===== config.mk =====
export PLATFORM = sky130hd
export DESIGN_NAME = clock_step_controller_flat
export DESIGN_NICKNAME = d
export VERILOG_FILES = /design/src/rtl/clock_step_pkg.sv /design/src/rtl/clock_step_controller_if.sv /design/src/rtl/clock_enable_negreg.sv /design/src/rtl/clock_step_controller.sv /design/src/flat_wrapper.sv
export SDC_FILE = /design/constraint.sdc
export NUM_CORES = 1
export LEC_CHECK = 0
export BUFFER_PORTS_ARGS = -buffer_cell sky130_fd_sc_hd__clkbuf_2
export CAP_MARGIN = 10
export CORE_MARGIN = 5
export CORE_UTILIZATION = 55
export CTS_CLUSTER_SIZE = 14
export DETAILED_ROUTE_END_ITERATION = 16
export PLACE_DENSITY = 0.77
export SLEW_MARGIN = 20
export SYNTH_ARGS = -nofsm -noshare
export SYNTH_HDL_FRONTEND = slang
export SYNTH_SLANG_ARGS = --single-unit

===== constraint.sdc =====
create_clock -name clk -period 5.8 [get_ports clk]
set_input_delay 0.29 -clock clk [delete_from_list [all_inputs] [get_ports clk]]
set_output_delay 0.29 -clock clk [all_outputs]
set_load 0.05 [all_outputs]

===== src/rtl/clock_step_pkg.sv =====
// Opcodes and FSM state encodings shared by the clock step controller slice.
// Pure declarations: no latency, no backpressure.
package clock_step_pkg;

  localparam logic [1:0] CMD_NOP  = 2'd0;
  localparam logic [1:0] CMD_RUN  = 2'd1;
  localparam logic [1:0] CMD_HALT = 2'd2;
  localparam logic [1:0] CMD_STEP = 2'd3;

  typedef enum logic [1:0] {
    ST_HALTED   = 2'd0,
    ST_RUNNING  = 2'd1,
    ST_STEPPING = 2'd2
  } state_t;

endpackage


===== src/rtl/clock_step_controller_if.sv =====
// Debug-host command channel (valid/ready) into the clock step controller.
// Wires only: no latency; ready is owned by the slave.
interface clock_step_controller_if #(
  parameter int STEP_WIDTH = 16
);
  logic                  cmd_valid;
  logic                  cmd_ready;
  logic [1:0]            cmd_op;
  logic [STEP_WIDTH-1:0] cmd_steps;

  modport master (output cmd_valid, output cmd_op, output cmd_steps, input cmd_ready);
  modport slave  (input cmd_valid, input cmd_op, input cmd_steps, output cmd_ready);
endinterface


===== src/rtl/clock_enable_negreg.sv =====
// Falling-edge enable flop feeding the AND clock gate, async active-low clear.
// Latency: d to q at the next falling edge; no backpressure.
module clock_enable_negreg (
  input  logic clk,
  input  logic rst_n,
  input  logic d,
  output logic q
);

  always_ff @(negedge clk or negedge rst_n) begin
    if (!rst_n) q <= 1'b0;
    else        q <= d;
  end

endmodule


===== src/rtl/clock_step_controller.sv =====
// Run/halt/single-step controller producing a glitch-free gate enable and edge count.
// Latency: command at rising edge k gates edges from k+1; never backpressures (ready=1).
module clock_step_controller
  import clock_step_pkg::*;
#(
  parameter int STEP_WIDTH    = 16,
  parameter int COUNT_WIDTH   = 32,
  parameter bit RESET_RUNNING = 1'b0
) (
  input  logic                   clk,
  input  logic                   rst_n,
  clock_step_controller_if.slave cmd,
  input  logic                   halt_req,
  output logic                   enable_clk,
  output logic                   halted,
  output logic                   step_done,
  output logic                   cmd_dropped,
  output logic [COUNT_WIDTH-1:0] edge_count
);

  localparam state_t RESET_STATE = RESET_RUNNING ? ST_RUNNING : ST_HALTED;

  state_t                state;
  logic [STEP_WIDTH-1:0] remaining;
  logic                  en_next;
  logic                  go_cmd;

  assign cmd.cmd_ready = 1'b1;
  assign go_cmd  = cmd.cmd_valid && ((cmd.cmd_op == CMD_RUN) || (cmd.cmd_op == CMD_STEP));
  assign en_next = (state == ST_RUNNING) || ((state == ST_STEPPING) && (remaining != '0));

  // enable_clk sampled high at a rising edge means that edge reached the core.
  always_ff @(posedge clk or negedge rst_n) begin
    if (!rst_n) begin
      state       <= RESET_STATE;
      remaining   <= '0;
      halted      <= !RESET_RUNNING;
      step_done   <= 1'b0;
      cmd_dropped <= 1'b0;
      edge_count  <= '0;
    end else begin
      step_done   <= 1'b0;
      cmd_dropped <= 1'b0;
      if (enable_clk) edge_count <= edge_count + COUNT_WIDTH'(1);

      if (halt_req) begin
        state       <= ST_HALTED;
        halted      <= 1'b1;
        remaining   <= '0;
        cmd_dropped <= go_cmd;
      end else if (cmd.cmd_valid && (cmd.cmd_op == CMD_RUN)) begin
        state  <= ST_RUNNING;
        halted <= 1'b0;
      end else if (cmd.cmd_valid && (cmd.cmd_op == CMD_HALT)) begin
        state     <= ST_HALTED;
        halted    <= 1'b1;
        remaining <= '0;
      end else if (cmd.cmd_valid && (cmd.cmd_op == CMD_STEP)) begin
        if (cmd.cmd_steps == '0) begin
          state     <= ST_HALTED;
          halted    <= 1'b1;
          remaining <= '0;
          step_done <= 1'b1;
        end else begin
          state     <= ST_STEPPING;
          halted    <= 1'b0;
          remaining <= cmd.cmd_steps;
        end
      end else if ((state == ST_STEPPING) && enable_clk) begin
        remaining <= remaining - STEP_WIDTH'(1);
        if (remaining == STEP_WIDTH'(1)) begin
          state     <= ST_HALTED;
          halted    <= 1'b1;
          step_done <= 1'b1;
        end
      end
    end
  end

  clock_enable_negreg u_enable_negreg (
    .clk   (clk),
    .rst_n (rst_n),
    .d     (en_next),
    .q     (enable_clk)
  );

endmodule

===== src/flat_wrapper.sv =====
// flat-port wrapper written by rule: the top's interface ports become plain ports
module clock_step_controller_flat import clock_step_pkg::*;
#(
  parameter int STEP_WIDTH    = 16,
  parameter int COUNT_WIDTH   = 32,
  parameter bit RESET_RUNNING = 1'b0
)
  (clk, rst_n, halt_req, enable_clk, halted, step_done, cmd_dropped, edge_count, cmd_cmd_valid, cmd_cmd_op, cmd_cmd_steps, cmd_cmd_ready);
  clock_step_controller_if #(.STEP_WIDTH(STEP_WIDTH)) cmd_i ();
  input  logic clk;
  input  logic rst_n;
  input  logic halt_req;
  output logic enable_clk;
  output logic halted;
  output logic step_done;
  output logic cmd_dropped;
  output logic [COUNT_WIDTH-1:0] edge_count;
  input wire logic [$bits(cmd_i.cmd_valid)-1:0] cmd_cmd_valid;
  input wire logic [$bits(cmd_i.cmd_op)-1:0] cmd_cmd_op;
  input wire logic [$bits(cmd_i.cmd_steps)-1:0] cmd_cmd_steps;
  output wire logic [$bits(cmd_i.cmd_ready)-1:0] cmd_cmd_ready;
  assign cmd_i.cmd_valid = cmd_cmd_valid;
  assign cmd_i.cmd_op = cmd_cmd_op;
  assign cmd_i.cmd_steps = cmd_cmd_steps;
  assign cmd_cmd_ready = cmd_i.cmd_ready;
  clock_step_controller #(.STEP_WIDTH(STEP_WIDTH), .COUNT_WIDTH(COUNT_WIDTH), .RESET_RUNNING(RESET_RUNNING)) u_core (.clk(clk), .rst_n(rst_n), .cmd(cmd_i), .halt_req(halt_req), .enable_clk(enable_clk), .halted(halted), .step_done(step_done), .cmd_dropped(cmd_dropped), .edge_count(edge_count));
endmodule

# Word-level counts from Yosys, hierarchy flattened
# Cells that the tools add are included.
# totals
reg_bits,54
inputBits,22
out_inout_bits,37
wordCells,58
# classes
n_addsub,2
n_eq_ne,7
mux,27
n_reduce_logical,15
# op_table
cell,count
two-way mux 16 bit,6
"adder 32 x 1 -> 32 bit, second input constant",1
"equality test 16 x 1 -> 1 bit, second input constant",1
logical NOT 16 bit,1
nonzero test 16 bit,1
"subtractor 16 x 1 -> 16 bit, second input constant",1
two-way mux 1 bit,14
two-way mux 2 bit,7
nonzero test 5 bit,2
"equality test 2 bit, second input constant",3
logical AND 1 bit,6
"equality test 2 x 1 -> 1 bit, second input constant",2
AND reduction 2 bit,2
nonzero test 4 bit,1
logical OR 1 bit,2
"!= test 2 bit, second input constant",1

# Longest topological paths before layout
# Gate-level depths: netlist of the first run.
# logic_depth
depth_word,7
ltp_mapped,6

# Hierarchy
# From an unflattened synthesis of the first run, not the netlist that was laid out.
# unflattened
hier_cells,275
hier_area_um2,2717.6
# modules_own_cells
mod,instances,cells_each,area_per_inst_um2,seq_area_each_um2
clock_step_controller,1,274,2692.6,1327.5
clock_enable_negreg,1,1,25.0,25.0

==> flow_summary.ini, run 1 <==
[run_status]
status = finished clean

[drt]
drt-total-wl_um = 6560
num_vias = 2421
drc = 0
antenna_left = 0
wire_per_inst_um = 16.1
vias_per_cell = 5.95
drt_iter0_drc = 152
drtPass1Iterations = 4

[synthesis]
seq_area_frac_synth_pct = 47.8
synth_nets = 306
synth_edf_count = 0
yosysWarningCount = 0
synth_flop_cell = dfrtp_1
ys_types = 47
netlist_instances = 281
synth_area_sq_um = 2830
syn_avg_cell_area_sq_um = 10.1
async_flop_share_pct = 100
synth-seq-cells = 54

[sta]
fin_setup_tns_ns = 0
skew_ns = 0.00737
final_hold_viol_count = 0
final_max_slew_viol_count = 0
max_slew_margin_pct = 37.9
worstMarginPinSlew_ns = 0.931
setup_viol = 0
rsz0062_at_grt = no

[final_layout]
drive_above_1_share_pct = 21.7
stdcell_count = 407
final_cell_area_sq_um = 3300
area_delta_synth_final_pct = 16.9
nNetsFinal = 361
final_core_util_pct = 65.5
fillCellCount = 382
final_cell_mix = clkbuf_2, dfrtp_1, nand2_1, xnor2_1, nand3_1
n_antenna_cell = 0
layout_commonest_cell = clkbuf_2

[clock_network]
cts_tree = done
clockBufferDepth = 2
clock_latency_ns = 0.31
cts.repair.resized = 0
cts_setup_buffers = 0
h-tree-depth = 2
clock_sinks = 54
cts_buffers = 5
cts_hold_buf = 0
clock_tree.root_cell = clkbuf_8
clk_pin_slew_ns = 0.10

[global_routing]
grt_pass1_vias = 2304
overflow = 0
grt_max_degree = 54
grt_pass1_wl_um = 10900
track_usage_pct = 21.2
antenna_found_initial = 0

[placement]
port_buffers = 57
placed_cell_area_sq_um = 3160
gp_congestion = 0.879
place_inst = 399
place_hpwl_um = 4860

[floorplanning]
fp.dieH_um = 81.7
core_sq_um = 5040
num_rows = 26
fp.dieW_um = 81.7
dieArea_sq_um = 6670
start_util_pct = 56.1
ios = 59

[setup_path]
crit_path_max_incr_delay_ns = 0.65
cp_max_fo = 10
cp-start-kind = register
timing.critical_path.cells = nand4_1, or4_1, nor4_1, xor2_1
slowest_stage = or4_1
endpoint_kind = register
arrival_ns = 5.12
cp.required_ns = 6.03
critical_path_class = register to register

[flow_run]
maxCapViolCount = 0

[power_and_ir_drop]
powerDensity_nw_per_um2 = 283
irDropWorstVdd_v = 0.000186
p_leak_nw = 1.62
power_mw = 0.936

[min_path]
worstHoldPathType = input port to async pin
## path summary, 6_finish.rpt
kind	start	end	slack (ns)	cells past startpoint
hold reg to reg	u_core.edge_count[31]	u_core.edge_count[31]	0.48	1
setup / recovery	u_core.u_enable_negreg.q	u_core.edge_count[29]	0.91	4
setup reg to reg	u_core.u_enable_negreg.q	u_core.edge_count[29]	0.91	4
max in group asynchronous	rst_n	u_core.u_enable_negreg.q	3.12	1
min in group clk	cmd_cmd_steps[2]	u_core.remaining[2]	0.24	2
hold / removal	rst_n	u_core.edge_count[31]	0.14	2
## routing by layer
| metal | vias up | share of wire, % | GRT usage (%) | routed length (um) |
|---|---|---|---|---|
| li1 | 1170 | - | - | - |
| met1 | 1160 | 42 | 26.3 | 2740 |
| met2 | 79 | 51 | 35.7 | 3330 |
| met3 | 12 | 6.0 | 4.50 | 396 |
| met4 | 0 | 1.3 | 9.30 | 88 |
| met5 | - | 0 | 0 | 0 |
## cells in the mapped netlist, drive strengths merged (2+ instances only)
library cell	number	area share, %
dfrtp	52	46
nand2	22	2.9
xnor2	21	6.5
nand3	19	3.4
nand4	16	3.5
nor4	14	3.1
nor2	11	1.5
nor3	11	1.9
o21ai	11	1.9
xor2	11	3.4
clkbuf	8	1.1
a221o	7	2.5
a21o	6	1.6
a22o	6	1.9
and3	6	1.3
and4	6	1.9
inv	6	0.80
a21oi	4	0.71
and2	4	0.89
buf	4	1.1
or4	4	1.2
a32oi	3	0.93
ha	3	1.3
o31ai	3	0.80
mux2	2	0.80
nor3b	2	0.53
o211ai	2	0.53
o21a	2	0.53
or3	2	0.44
## per-stage QoR
stage / setup WS (ns) / hold slack, ns
after CTS: 0.907 / 0.160
after global placement: 0.965 / 0.461
after detailed placement: 0.921 / 0.462
after floorplan: 0.659 / -0.00559
after global routing: 0.741 / 0.211
final: 0.910 / 0.141
## sequential cells by signal (all words and copies together), names as in the netlist
name / count
u_core.cmd_dropped: 1
u_core.u_enable_negreg.q: 1
u_core.state: 2
u_core.halted: 1
u_core.edge_count: 32
u_core.step_done: 1
u_core.remaining: 16
## kinds of logic (layout without fill, tap and decap cells)
group	after synthesis	after routing	synth area share, %
buffers and inverters	18	74	2.96
and+or+nand+nor	122	122	24.1
muxes	2	2	0.796
adders and majority gates	3	3	1.33
other	1	1	0.133
xor gates and xnor gates	32	32	9.91
DFF	54	54	47.8
AOI/OAI and AO/OA	49	49	12.9
## layout make-up
class	instances	area, sq um	share of cell area [%]
Clock buffer	6	82.6	2.50
Clock inverter	2	60.1	1.82
Inverter	6	22.5	0.682
Multi-Input combinational cell	209	1390	42.1
Sequential cell	54	1350	40.9
Tap cell	70	87.6	2.65
Timing Repair Buffer	60	308	9.31
## report_power, final
part           internal (mW)  leakage (nW)  total, mW  switching (mW)
sequential             0.399         0.737      0.435          0.0351
combinational         0.0592         0.809      0.195           0.135
clock                  0.184        0.0714      0.306           0.122
## critical path, delay by kind of cell, from the launching register on
family        cells  cell delay (ns)
simple gates      3             1.17
xor+xnor          1             0.19
flops             1             0.56
Power figures use the tool's default switching activity.
==> run 2: changes to the inputs <==
--- a/config.mk
+++ b/config.mk
@@ -5,13 +5,14 @@
 export SDC_FILE = /design/constraint.sdc
 export NUM_CORES = 1
 export LEC_CHECK = 0
+export ABC_AREA = 1
 export BUFFER_PORTS_ARGS = -buffer_cell sky130_fd_sc_hd__clkbuf_2
 export CAP_MARGIN = 10
 export CORE_MARGIN = 5
-export CORE_UTILIZATION = 55
+export CORE_UTILIZATION = 51
 export CTS_CLUSTER_SIZE = 14
 export DETAILED_ROUTE_END_ITERATION = 16
-export PLACE_DENSITY = 0.77
+export PLACE_DENSITY = 0.74
 export SLEW_MARGIN = 20
 export SYNTH_ARGS = -nofsm -noshare
 export SYNTH_HDL_FRONTEND = slang
==> constraint.sdc (replaced) <==
create_clock -name clk -period 4.3 [get_ports clk]
set_input_delay 0.215 -clock clk [delete_from_list [all_inputs] [get_ports clk]]
set_output_delay 0.215 -clock clk [all_outputs]
set_load 0.05 [all_outputs]
==> flow_summary.ini, run 2 <==
[synthesis]
synth_flop_cell = dfrtp_1
synthTopCellsByArea = dfrtp_1, nand2_1, nor2_1
ys_types = 30
synth.most_common_cell = nand2_1
async_flop_share_pct = 100
netlist_instances = 496
synth_nets = 521
synth_edf_count = 0
yosys.area.top_type = dfrtp_1
synth_area_sq_um = 3380
syn_avg_cell_area_sq_um = 6.81
synth-seq-cells = 54
synth_top_area_share_pct = 38.5
seq_area_frac_synth_pct = 40.0
synth_commonest_cells = nand2_1, nor2_1, dfrtp_1
yosysWarningCount = 0

[min_path]
worstHoldPathType = input port to async pin

[sta]
skew_ns = 0.0114
max_slew_margin_pct = 47.6
whs_ns = 0.0834
setup_slack_ns = 0.573
rsz0062_at_grt = no
worstMarginPinSlew_ns = 0.784
fin_setup_tns_ns = 0
final_max_slew_viol_count = 0
final_hold_viol_count = 0
setup_viol = 0

[floorplanning]
ios = 59
num_rows = 29
start_util_pct = 52.9
fp.dieW_um = 91.4
fp.dieH_um = 91.4
dieArea_sq_um = 8350
core_sq_um = 6390

[final_layout]
largest-register = u_core.edge_count
final_core_util_pct = 60.1
n_antenna_cell = 0
final_cell_mix = nand2_1, nor2_1, clkbuf_2, dfrtp_1, inv_1
drive_above_1_share_pct = 15.1
largest_registers = u_core.edge_count x32, u_core.remaining x16, u_core.state x2
nNetsFinal = 582
layout_commonest_cell = nand2_1
largest_reg_flops = 32
area_delta_synth_final_pct = 13.6

[clock_network]
clk_pin_slew_ns = 0.10
clockBufferDepth = 2
cts_buffers = 5
cts_tree = done
clock_latency_ns = 0.30
clock_sinks = 54
h-tree-depth = 2
cts_setup_buffers = 0
clock_tree.root_cell = clkbuf_8
cts_hold_buf = 0
cts.repair.resized = 0

[global_routing]
grt_pass1_vias = 3049
overflow = 0
antenna_found_initial = 0
track_usage_pct = 19.3
grt_max_degree = 54
grt_pass1_wl_um = 13600

[setup_path]
cp.required_ns = 4.50
critical_path_class = register to register
endpoint_kind = register
cp-start-kind = register
cp_num_buf_inv = 1
critPathTopFamily = simple AND/OR/NAND/NOR gates
crit_path_max_incr_delay_ns = 0.57
crit_top_cell = nand2_1
cp_max_fo = 9
timing.critical_path.cells = inv_2, nor2_2, nand3_2, nor3_4, nand2_1, nand2_1, nand2_1
arrival_ns = 3.93
slowest_stage = dfrtn_1

[drt]
num_vias = 3236
wire_per_inst_um = 12.3
drt_iter0_drc = 149
drtPass1Iterations = 5
drc = 0
antenna_left = 0
drt-total-wl_um = 7820
vias_per_cell = 5.10

[placement]
gp_congestion = 0.883
place_ws_ns = 0.587
port_buffers = 57
place_hpwl_um = 6120

[run_status]
status = finished clean

[flow_run]
maxCapViolCount = 0

[power_and_ir_drop]
combPwrFrac_pct = 33.5
sw_frac_of_total_pct = 39.9
p_leak_nw = 2.02
pwr-share-seq_pct = 46.1
power.internal_mw = 0.813
p_switching_mw = 0.539
clkPwrFrac_pct = 20.4
irDropWorstVdd_v = 0.000183
powerDensity_nw_per_um2 = 352
==> run 2: worst paths after layout <==
check / start / to / slack [ns] / cells past startpoint
setup / recovery: u_core.u_enable_negreg.q / u_core.edge_count[25] / 0.57 / 7
hold / removal: rst_n / u_core.edge_count[5] / 0.08 / 2
setup reg to reg: u_core.u_enable_negreg.q / u_core.edge_count[25] / 0.57 / 7
hold reg to reg: u_core.halted / u_core.halted / 0.50 / 2
max in group asynchronous: rst_n / u_core.u_enable_negreg.q / 2.43 / 1
min in group clk: cmd_cmd_op[0] / u_core.cmd_dropped / 0.18 / 3
==> run 2: kinds of logic (layout without fill, tap and decap cells) <==
kind of cell	count (synthesis)	after routing	synth area share, %
AO/OA/AOI/OAI	25	25	3.85
XOR/XNOR	21	21	5.44
adder cells (fa/ha/maj)	3	3	1.11
buffers and inverters	56	118	6.33
flip-flops	54	54	40.0
other	1	1	0.111
AND/OR/NAND/NOR	336	336	43.1
==> run 2: layout make-up <==
| cell class | instances | area (sq um) |
|---|---|---|
| fill | 617 | 2550 |
| inverter | 51 | 191 |
| multi-input combinational | 386 | 1810 |
| sequential | 54 | 1350 |
| timing repair buffer | 59 | 300 |
| clock buffer | 7 | 76.3 |
| tap | 77 | 96.3 |
| clock inverter | 1 | 7.51 |
==> run 2: metal layers <==
metal / part of all wire [%] / track usage [%]
met1: 44 / 24.1
met2: 50 / 33.7
met3: 4.9 / 3.80
met4: 0.91 / 5.13
met5: 0 / 0
==> run 2: metrics by stage <==
step	instance area (sq um)	total power [mW]	cells
floorplan	3380	0.969	496
global placement	3750	1.08	627
detailed placement	3750	1.09	627
CTS	3840	1.36	635
global route	3840	1.46	635
finish	3840	1.35	635
==> run 2: power groups by stage <==
stage	Combinational (mW)	Clock, mW	Sequential, mW
floorplan	0.277	0	0.692
global placement	0.444	0	0.631
detailed placement	0.453	0	0.632
CTS	0.455	0.287	0.623
global route	0.510	0.314	0.632
finish	0.453	0.276	0.623
